`src/rtl/pwm_capture.sv`:
```
// PWM capture: measures high time and rise-to-rise period of an asynchronous
// input in clk cycles and flags a stuck line. Optional deglitch: PWM_CAPTURE_DEGLITCH_EN.
module pwm_capture #(
    parameter int CNT_W    = 32,
    parameter int TIMEOUT  = 24000,
    parameter int FILT_LEN = 4
) (
    input  logic             clk,
    input  logic             rst,
    input  logic             pwm_in,
    output logic [CNT_W-1:0] high_cnt,
    output logic [CNT_W-1:0] period_cnt,
    output logic             meas_valid,
    output logic             stuck,
    output logic             stuck_level
);

`ifdef PWM_CAPTURE_DEGLITCH_EN
    localparam int MASK_LEN = 3 + FILT_LEN;
`else
    localparam int MASK_LEN = 3;
`endif
    localparam int MASK_W = $clog2(3 + FILT_LEN + 1);

    localparam logic [CNT_W-1:0] ONE   = {{(CNT_W-1){1'b0}}, 1'b1};
    localparam logic [CNT_W-1:0] TO_M1 = CNT_W'(TIMEOUT - 1);

    typedef enum logic [1:0] {IDLE, HIGH, LOW} state_t;

    function automatic logic [CNT_W-1:0] sat_inc(input logic [CNT_W-1:0] v);
        return (v == {CNT_W{1'b1}}) ? v : v + ONE;
    endfunction

    logic              pwm_p0;
    logic              pwm_p1;
    logic              lvl_p2;
    logic              lvl_p3;
    logic              lvl_next;
    logic [MASK_W-1:0] mask_p0;
    logic              masked;
    logic              rise;
    logic              fall;
    logic              timeout_hit;

    state_t            state;
    state_t            state_next;
    logic              load_hi;
    logic              publish;
    logic [CNT_W-1:0]  ctr;
    logic [CNT_W-1:0]  hi_lat;

    // Stage p0/p1: two-flop synchroniser for the asynchronous pin
    always_ff @(posedge clk) begin
        if (rst) begin
            pwm_p0 <= 1'b0;
            pwm_p1 <= 1'b0;
        end else begin
            pwm_p0 <= pwm_in;
            pwm_p1 <= pwm_p0;
        end
    end

`ifdef PWM_CAPTURE_DEGLITCH_EN
    localparam int FILT_W = $clog2(FILT_LEN) + 1;
    localparam logic [FILT_W-1:0] FILT_LAST = FILT_W'(FILT_LEN - 1);

    logic [FILT_W-1:0] filt_cnt_p2;

    // Level follows the synchronised input only after FILT_LEN agreeing samples
    always_comb begin
        lvl_next = lvl_p2;
        if ((pwm_p1 != lvl_p2) && (filt_cnt_p2 == FILT_LAST))
            lvl_next = pwm_p1;
    end

    always_ff @(posedge clk) begin
        if (rst)
            filt_cnt_p2 <= '0;
        else if ((pwm_p1 == lvl_p2) || (filt_cnt_p2 == FILT_LAST))
            filt_cnt_p2 <= '0;
        else
            filt_cnt_p2 <= filt_cnt_p2 + 1'b1;
    end
`else
    assign lvl_next = pwm_p1;
`endif

    // Stage p2/p3: level and its previous value for edge detection.
    // While masked, the previous value tracks the incoming level so a line
    // already high at reset release never looks like a rising edge.
    always_ff @(posedge clk) begin
        if (rst) begin
            lvl_p2  <= 1'b0;
            lvl_p3  <= 1'b0;
            mask_p0 <= MASK_W'(MASK_LEN);
        end else begin
            lvl_p2 <= lvl_next;
            lvl_p3 <= masked ? lvl_next : lvl_p2;
            if (masked)
                mask_p0 <= mask_p0 - 1'b1;
        end
    end

    assign masked      = (mask_p0 != '0);
    assign rise        = !masked && lvl_p2 && !lvl_p3;
    assign fall        = !masked && !lvl_p2 && lvl_p3;
    // Fires on the cycle whose update brings ctr to TIMEOUT
    assign timeout_hit = !rise && (ctr == TO_M1);

    always_ff @(posedge clk) begin
        if (rst)
            state <= IDLE;
        else
            state <= state_next;
    end

    always_comb begin
        state_next = state;
        load_hi    = 1'b0;
        publish    = 1'b0;
        case (state)
            IDLE: if (rise) state_next = HIGH;
            HIGH: if (fall) begin
                load_hi    = 1'b1;
                state_next = LOW;
            end
            LOW: if (rise) begin
                publish    = 1'b1;
                state_next = HIGH;
            end
            default: state_next = IDLE;
        endcase
        if (timeout_hit) begin
            state_next = IDLE;
            load_hi    = 1'b0;
            publish    = 1'b0;
        end
    end

    // Latched high time only matters after a HIGH->LOW pass reloads it
    always_ff @(posedge clk) begin
        if (load_hi)
            hi_lat <= ctr;
    end

    // Results stage: one cycle after the rising-edge cycle
    always_ff @(posedge clk) begin
        if (rst) begin
            ctr         <= '0;
            high_cnt    <= '0;
            period_cnt  <= '0;
            meas_valid  <= 1'b0;
            stuck       <= 1'b0;
            stuck_level <= 1'b0;
        end else begin
            ctr        <= rise ? ONE : sat_inc(ctr);
            meas_valid <= publish;
            if (publish) begin
                high_cnt   <= hi_lat;
                period_cnt <= ctr;
            end
            if (rise) begin
                stuck <= 1'b0;
            end else if (timeout_hit) begin
                stuck       <= 1'b1;
                stuck_level <= lvl_p2;
            end
        end
    end

endmodule
```
`config.mk`:
```
export PLATFORM = sky130hd
export DESIGN_NAME = pwm_capture
export DESIGN_NICKNAME = d
export VERILOG_FILES = /design/src/rtl/pwm_capture.sv
export SDC_FILE = /design/constraint.sdc
export NUM_CORES = 1
export LEC_CHECK = 0
export BUFFER_PORTS_ARGS = -buffer_cell sky130_fd_sc_hd__clkbuf_2
export CAP_MARGIN = 40
export CORE_MARGIN = 2
export CORE_UTILIZATION = 50
export CTS_BUF_LIST = sky130_fd_sc_hd__clkbuf_8
export CTS_CLUSTER_SIZE = 25
export DETAILED_ROUTE_END_ITERATION = 10
export GPL_ROUTABILITY_DRIVEN = 0
export HOLD_SLACK_MARGIN = 0.02
export PLACE_DENSITY = 0.67
export SLEW_MARGIN = 25
export SYNTH_ARGS = -nofsm -noshare
export SYNTH_HDL_FRONTEND = slang
export SYNTH_SLANG_ARGS = --single-unit
```
`constraint.sdc`:
```
create_clock -name clk -period 6.5 [get_ports clk]
set_input_delay 0.65 -clock clk [delete_from_list [all_inputs] [get_ports clk]]
set_output_delay 0.65 -clock clk [all_outputs]
set_load 0.005 [all_outputs]
```
Word level (Yosys, flattened, before mapping)
Cells that the tools add are included.
- flip-flop bits (word level): 140
- bits of input ports: 3
- logic and storage cells: 52
- $add $sub $neg: 2
- equal/unequal tests: 7
- mux-type cells: 12
- bitwise logic cells: 1
- reductions and logical operators: 16
- operators by type and width (operator ; number):
    adder 32 x 1 -> 32 bit (second input constant) ; 1
    == test 32 x 15 -> 1 bit (second input constant) ; 1
    == test 32 bit (second input constant) ; 1
    two-way mux 1 bit ; 9
    OR reduction 2 bit ; 3
    logical AND 1 bit ; 5
    logical NOT 1 bit ; 4
    two-way mux 2 bit ; 2
    != test 2 bit (second input constant) ; 2
    case mux 2 bit (2 select lines) ; 1
    AND reduction 2 bit ; 2
    nonzero test 3 bit ; 1
    subtractor 3 x 1 -> 3 bit (second input constant) ; 1
    == test 2 x 1 -> 1 bit (second input constant) ; 1
    == test 2 bit (second input constant) ; 1
    logical NOT 2 bit ; 1
    != test 2 x 1 -> 1 bit (second input constant) ; 1
    NOT 1 bit ; 1

Logic depth before layout (Yosys ltp)
- depth after elaboration: 7
- gate-level depth with buffers: 9
- gate-level depth less buffers: 7

Worst setup path before layout
Ideal clock, no wire load.
- kind: register to register
- start point: register mask_p0[0]
- end point: register hi_lat[0], enable pin
- library setup time: 0.421 ns
- arrival time: 2.438 ns
- setup slack: 3.641 ns
- stages on the path, launching flop included: 7
- buffers on the path: 0
- clock period less this slack: 2.859 ns
- path through: dfxtp_1 inv_1 ha_1 nand2b_1 nor3b_1 nand3b_1 nor2_1
- word-level cells in the longest chain between the ends: 7
- elaborated cells on any way between the ends: 11
- RTL lines (element ; line ; text):
    from (decl) ; 39 ; logic [MASK_W-1:0] mask_p0;
    from (signal assigned) ; 95 ; mask_p0 <= MASK_W'(MASK_LEN);
    from (signal assigned) ; 100 ; mask_p0 <= mask_p0 - 1'b1;
    nonzero test 3 bit * ; 104 ; assign masked = (mask_p0 != '0);
    logical NOT 1 bit * ; 105, 106 ;
    logical AND 1 bit, on equally long branches (2 in series) ; 106, 105 ;
    two-way mux 1 bit or logical NOT 1 bit (tied branches) ; 123, 108 ;
    two-way mux 1 bit or logical AND 1 bit (tied branches) ; 121, 108 ;
    two-way mux 1 bit * ; 133 ; if (timeout_hit) begin
    named net load_hi ; 47 ; logic load_hi;
    to (signal assigned) ; 143 ; hi_lat <= ctr;
    to (decl) ; 50 ; logic [CNT_W-1:0] hi_lat;
Mark *: on every way through the listed nets, which the timed path passes. The rest lies on a longest branch.
A chain may end at the register's enable or synchronous reset.

Final worst setup path
- start point: register mask_p0[0]
- end point: register high_cnt[7]
- word-level cells in the longest chain between the ends: 7
- elaborated cells on any way between the ends: 9
- RTL lines (element ; line ; text):
    nonzero test 3 bit * ; 104 ;
    logical NOT 1 bit * ; 105 ; assign rise = !masked && lvl_p2 && !lvl_p3;
    logical AND 1 bit * (2 in series) ; 105 ;
    two-way mux 1 bit or logical NOT 1 bit (tied branches) ; 127, 108 ;
    two-way mux 1 bit or logical AND 1 bit (tied branches) ; 121, 108 ;
    two-way mux 1 bit * ; 133 ;
    to (signal assigned) ; 159 ; high_cnt <= hi_lat;
    to (decl) ; 11 ; output logic [CNT_W-1:0] high_cnt,
Mark *: on every way between the ends. The rest lies on a longest branch, timed or not.

==> summary by stage <==
Drt
The total wirelength of the detailed-routed design is 10.4 mm. In this run the remaining antenna-violating nets after routing total 0. The number of remaining DRC errors is 0. The routed wirelength normalized by instance count is 13.6 µm. The starting DRC count in detailed routing is 200. The final route contains 4021 vias. In the routed layout, each cell is associated on average with a via count of 5.23. Before antenna repair, the detailed router went through 4 iterations.

Synth
In the synthesized netlist, the number of instances is 566. The synthesized design contains 140 register bits. The share of the synthesized area in the top cell type is 40.6%. In this run, synthesis inferred 32 flip-flops with an integrated enable. The number of nets produced by synthesis is 572. The number of different library cells in the post-synthesis netlist is 45.

Yosys instantiated no cell more often than sky130_fd_sc_hd__nand2_1. The predominant post-synthesis flop cell is sky130_fd_sc_hd__dfxtp_1. After synthesis the cells add up to 0.00532 mm². For this run, the number of Yosys warnings is 0. In this run the mean area of a mapped cell was 9.40 µm². For this run, asynchronously set or reset flops after synthesis account for 0%. The synthesized design spends more area on one cell type than any other, namely sky130_fd_sc_hd__dfxtp_1. The share of synthesized area occupied by flip-flops and latches is 58.7%.

In the post-synthesis netlist, the biggest area contributors are sky130_fd_sc_hd__dfxtp_1 41%, sky130_fd_sc_hd__edfxtp_1 18%, sky130_fd_sc_hd__nand2_1 10%. The commonest cells after synthesis are 146 x sky130_fd_sc_hd__nand2_1, 108 x sky130_fd_sc_hd__dfxtp_1, 76 x sky130_fd_sc_hd__a21oi_1.

Setup path
The worst setup path is launched from a register. For the worst setup path, the data arrival time is 2850 ps. Of all nets on the critical path, the largest fanout is 35. The category of the critical setup timing path is register to register.

The count of cells along the worst register-to-register path is 7. In this run the critical register-to-register path is captured at high_cnt[7]$_SDFFE_PP0P_. The worst setup path is captured at a register.

The worst register-to-register path has a setup slack of 3940 ps. STA puts the critical path data required time at 6790 ps. In this run the critical register-to-register path is launched from mask_p0[0]$_SDFFE_PP1P_.

Timing
Hold is met by 449 ps. The max-slew violation total from the final report is 0. The maximum clock frequency is 390 MHz.

The final setup TNS is 0 ps. The final critical path takes up 39.4% of the cycle. The headroom to the max-slew limit is 48.7%. For the pin with the worst max-slew slack, the measured transition is 769 ps. Setup violations remaining at the end of the flow were counted as 0. Setup repair after global routing left no endpoint under its margin. The final number of hold-violating endpoints came to 0. The routed design could run at a clock period as short as 2560 ps.

Between clock sinks in the finished design, the worst skew comes to 13.6 ps.

Layout
The post-route netlist has 18.3% of its cells at a drive strength greater than 1. Summing all multi-input logic gate instances after layout gives 0.00200 mm². Relative to the synthesized area, the layout overhead comes to 14.3%.

After routing the design area is 0.00608 mm². Once layout is complete, the utilization of the core stands at 58.9%. In the final layout, flip-flops and latches occupy 0.00312 mm². Fill cells in the final layout number 948.

The number of nets in the final layout is 626. The antenna diode count is 0.

Clock network
CTS saw 140 sinks. The number of clock buffers inserted by TritonCTS is 17. Hold repair after CTS inserted 0 buffers. The H-tree depth is 4. After clock tree synthesis, the setup repair step added 0 buffers.

TritonCTS built the clock tree. The cell at the root of the clock tree is sky130_fd_sc_hd__clkbuf_8. The count of cells resized by post-cts repair is 0.

At the later pin of the worst-skew pair, clock insertion delay measures 440 ps. The maximum clock path buffer count is 2. After clock tree synthesis, the clock-pin slew on the worst setup and hold paths is 80 ps.

Global route
The number of antenna violations at the first check in global routing is 0. After global routing the overflow that remains totals 0. Entering global routing, the biggest net connects 79 pins. The number of global-route vias before repair is 3861.

The first global-routing pass estimated 17.8 mm of wire. The global routing usage summed across all routing layers is 19.6%.

Floorplanning
The area of the core region is 0.0103 mm². The chip width is 107 µm. The starting density of the core is 51.5%. The floorplan row count is 37. The number of primary I/O pins is 70. The die covers 0.0115 mm². From bottom edge to top edge, the die measures 107 µm.

Pwr
The analysis attributes to cell leakage a power of 2.14 nW. IR analysis of the VDD net gives a maximum drop of 0.112 mV. The power density of the placed cells is 264 mW/mm².

Status
The flow ran to the end, and the final reports show no timing, DRC or antenna violations.

Worst hold path
The min-delay analysis places its worst path in the category register to register. The worst hold path terminates at lvl_next$_SDFF_PP0_. The start point of the worst min-delay path is pwm_p0$_SDFF_PP0_. The count of cells along the worst hold path is 1.

Place
The total cell area at the placement stage is 0.00569 mm². The count of port buffers added during placement is 69. The total half-perimeter wirelength after legalization and detailed placement is 6.94 mm.

Job
The number of max-cap violations is 0.
area by class of cell:
class / count / area share [%]
clock buffers: 17 / 3.85
multi-input cells: 381 / 32.8
flip-flops and latches: 140 / 51.4
repair buffers: 74 / 6.30
well taps: 136 / 2.80
inverters: 6 / 0.371
clock inverters: 15 / 2.47
cell usage in the layout (no fill, tap or decap), drive strengths merged, types with 3 or more instances in the layout:
cell        n
clkinvlp    4
a211oi      3
ha          3
a31oi      11
nand3       9
and3        9
and4        8
dfxtp     108
edfxtp     32
nor4        4
nand4      11
or3         8
clkbuf     86
nand2     146
xor2        4
mux2i       5
xnor2      11
nor2       32
clkinv      5
a41o        3
inv        10
nand2b      5
a21oi      76
nor2b       4
o21ai      10
buf         5
per-stage QoR:
| step | power [mW] | setup WS [ps] | instances |
|---|---|---|---|
| 2_1_floorplan | 0.942 | 3640 | 566 |
| 5_1_grt | 1.66 | 3680 | 769 |
| 6_report | 1.60 | 3940 | 769 |
| 3_5_place_dp | 0.951 | 3900 | 737 |
| 4_1_cts | 1.62 | 3890 | 769 |
| 3_3_place_gp | 0.949 | 3670 | 737 |
worst max-delay path by stage:
stage                                  from                   endpoint  slack, ps  depth (start not counted)
floorplan           mask_p0[0]$_SDFFE_PP1P_        hi_lat[0]$_DFFE_PP_       3640                          6
global placement                        rst       ctr[23]$_SDFFE_PP0P_       3670                          5
detailed placement  mask_p0[0]$_SDFFE_PP1P_  high_cnt[28]$_SDFFE_PP0P_       3900                          7
CTS                 mask_p0[0]$_SDFFE_PP1P_  high_cnt[28]$_SDFFE_PP0P_       3890                          7
global route        mask_p0[0]$_SDFFE_PP1P_       hi_lat[19]$_DFFE_PP_       3680                          7
finish              mask_p0[0]$_SDFFE_PP1P_   high_cnt[7]$_SDFFE_PP0P_       3940                          7
critical path: stages (launching register included):
cell and delay [ps]:
sky130_fd_sc_hd__dfxtp_1 320, sky130_fd_sc_hd__inv_1 80, sky130_fd_sc_hd__ha_1 200, sky130_fd_sc_hd__nand4bb_1 390, sky130_fd_sc_hd__or3b_2 880, sky130_fd_sc_hd__buf_4 350
sky130_fd_sc_hd__nand2_1 100, sky130_fd_sc_hd__a21oi_1 70
routing by layer:
| metal | routed length [µm] | global-route usage [%] |
|---|---|---|
| met5 | 0 | 0 |
| met4 | 121 | 9.18 |
| met3 | 446 | 4.80 |
| met2 | 4990 | 31.3 |
| met1 | 4890 | 24.9 |
kinds of logic (layout without fill, tap and decap cells):
logic type,Yosys count,in the layout,synth area share [%]
adder cells (fa/ha/maj),3,3,0.706
flip-flops,140,140,58.7
AO/OA/AOI/OAI,109,109,11.6
multiplexers,5,5,0.941
AND/OR/NAND/NOR,249,249,21.7
buffers and inverters,45,112,3.95
XOR/XNOR,15,15,2.47
power breakdown:
| group | leakage [nW] | internal [mW] | switching, mW | total [mW] |
|---|---|---|---|---|
| clock network | 0.190 | 0.340 | 0.332 | 0.672 |
| registers | 1.10 | 0.891 | 0.00590 | 0.897 |
| logic | 0.856 | 0.0115 | 0.0221 | 0.0336 |
| total | 2.14 | 1.24 | 0.360 | 1.60 |
state kept, by name, summed over array words and instances (netlist names), 2 cells and up:
register	count
hi_lat	32
period_cnt	32
high_cnt	32
state	2
mask_p0	3
ctr	32
No activity file was read; power rests on OpenSTA's default activity.
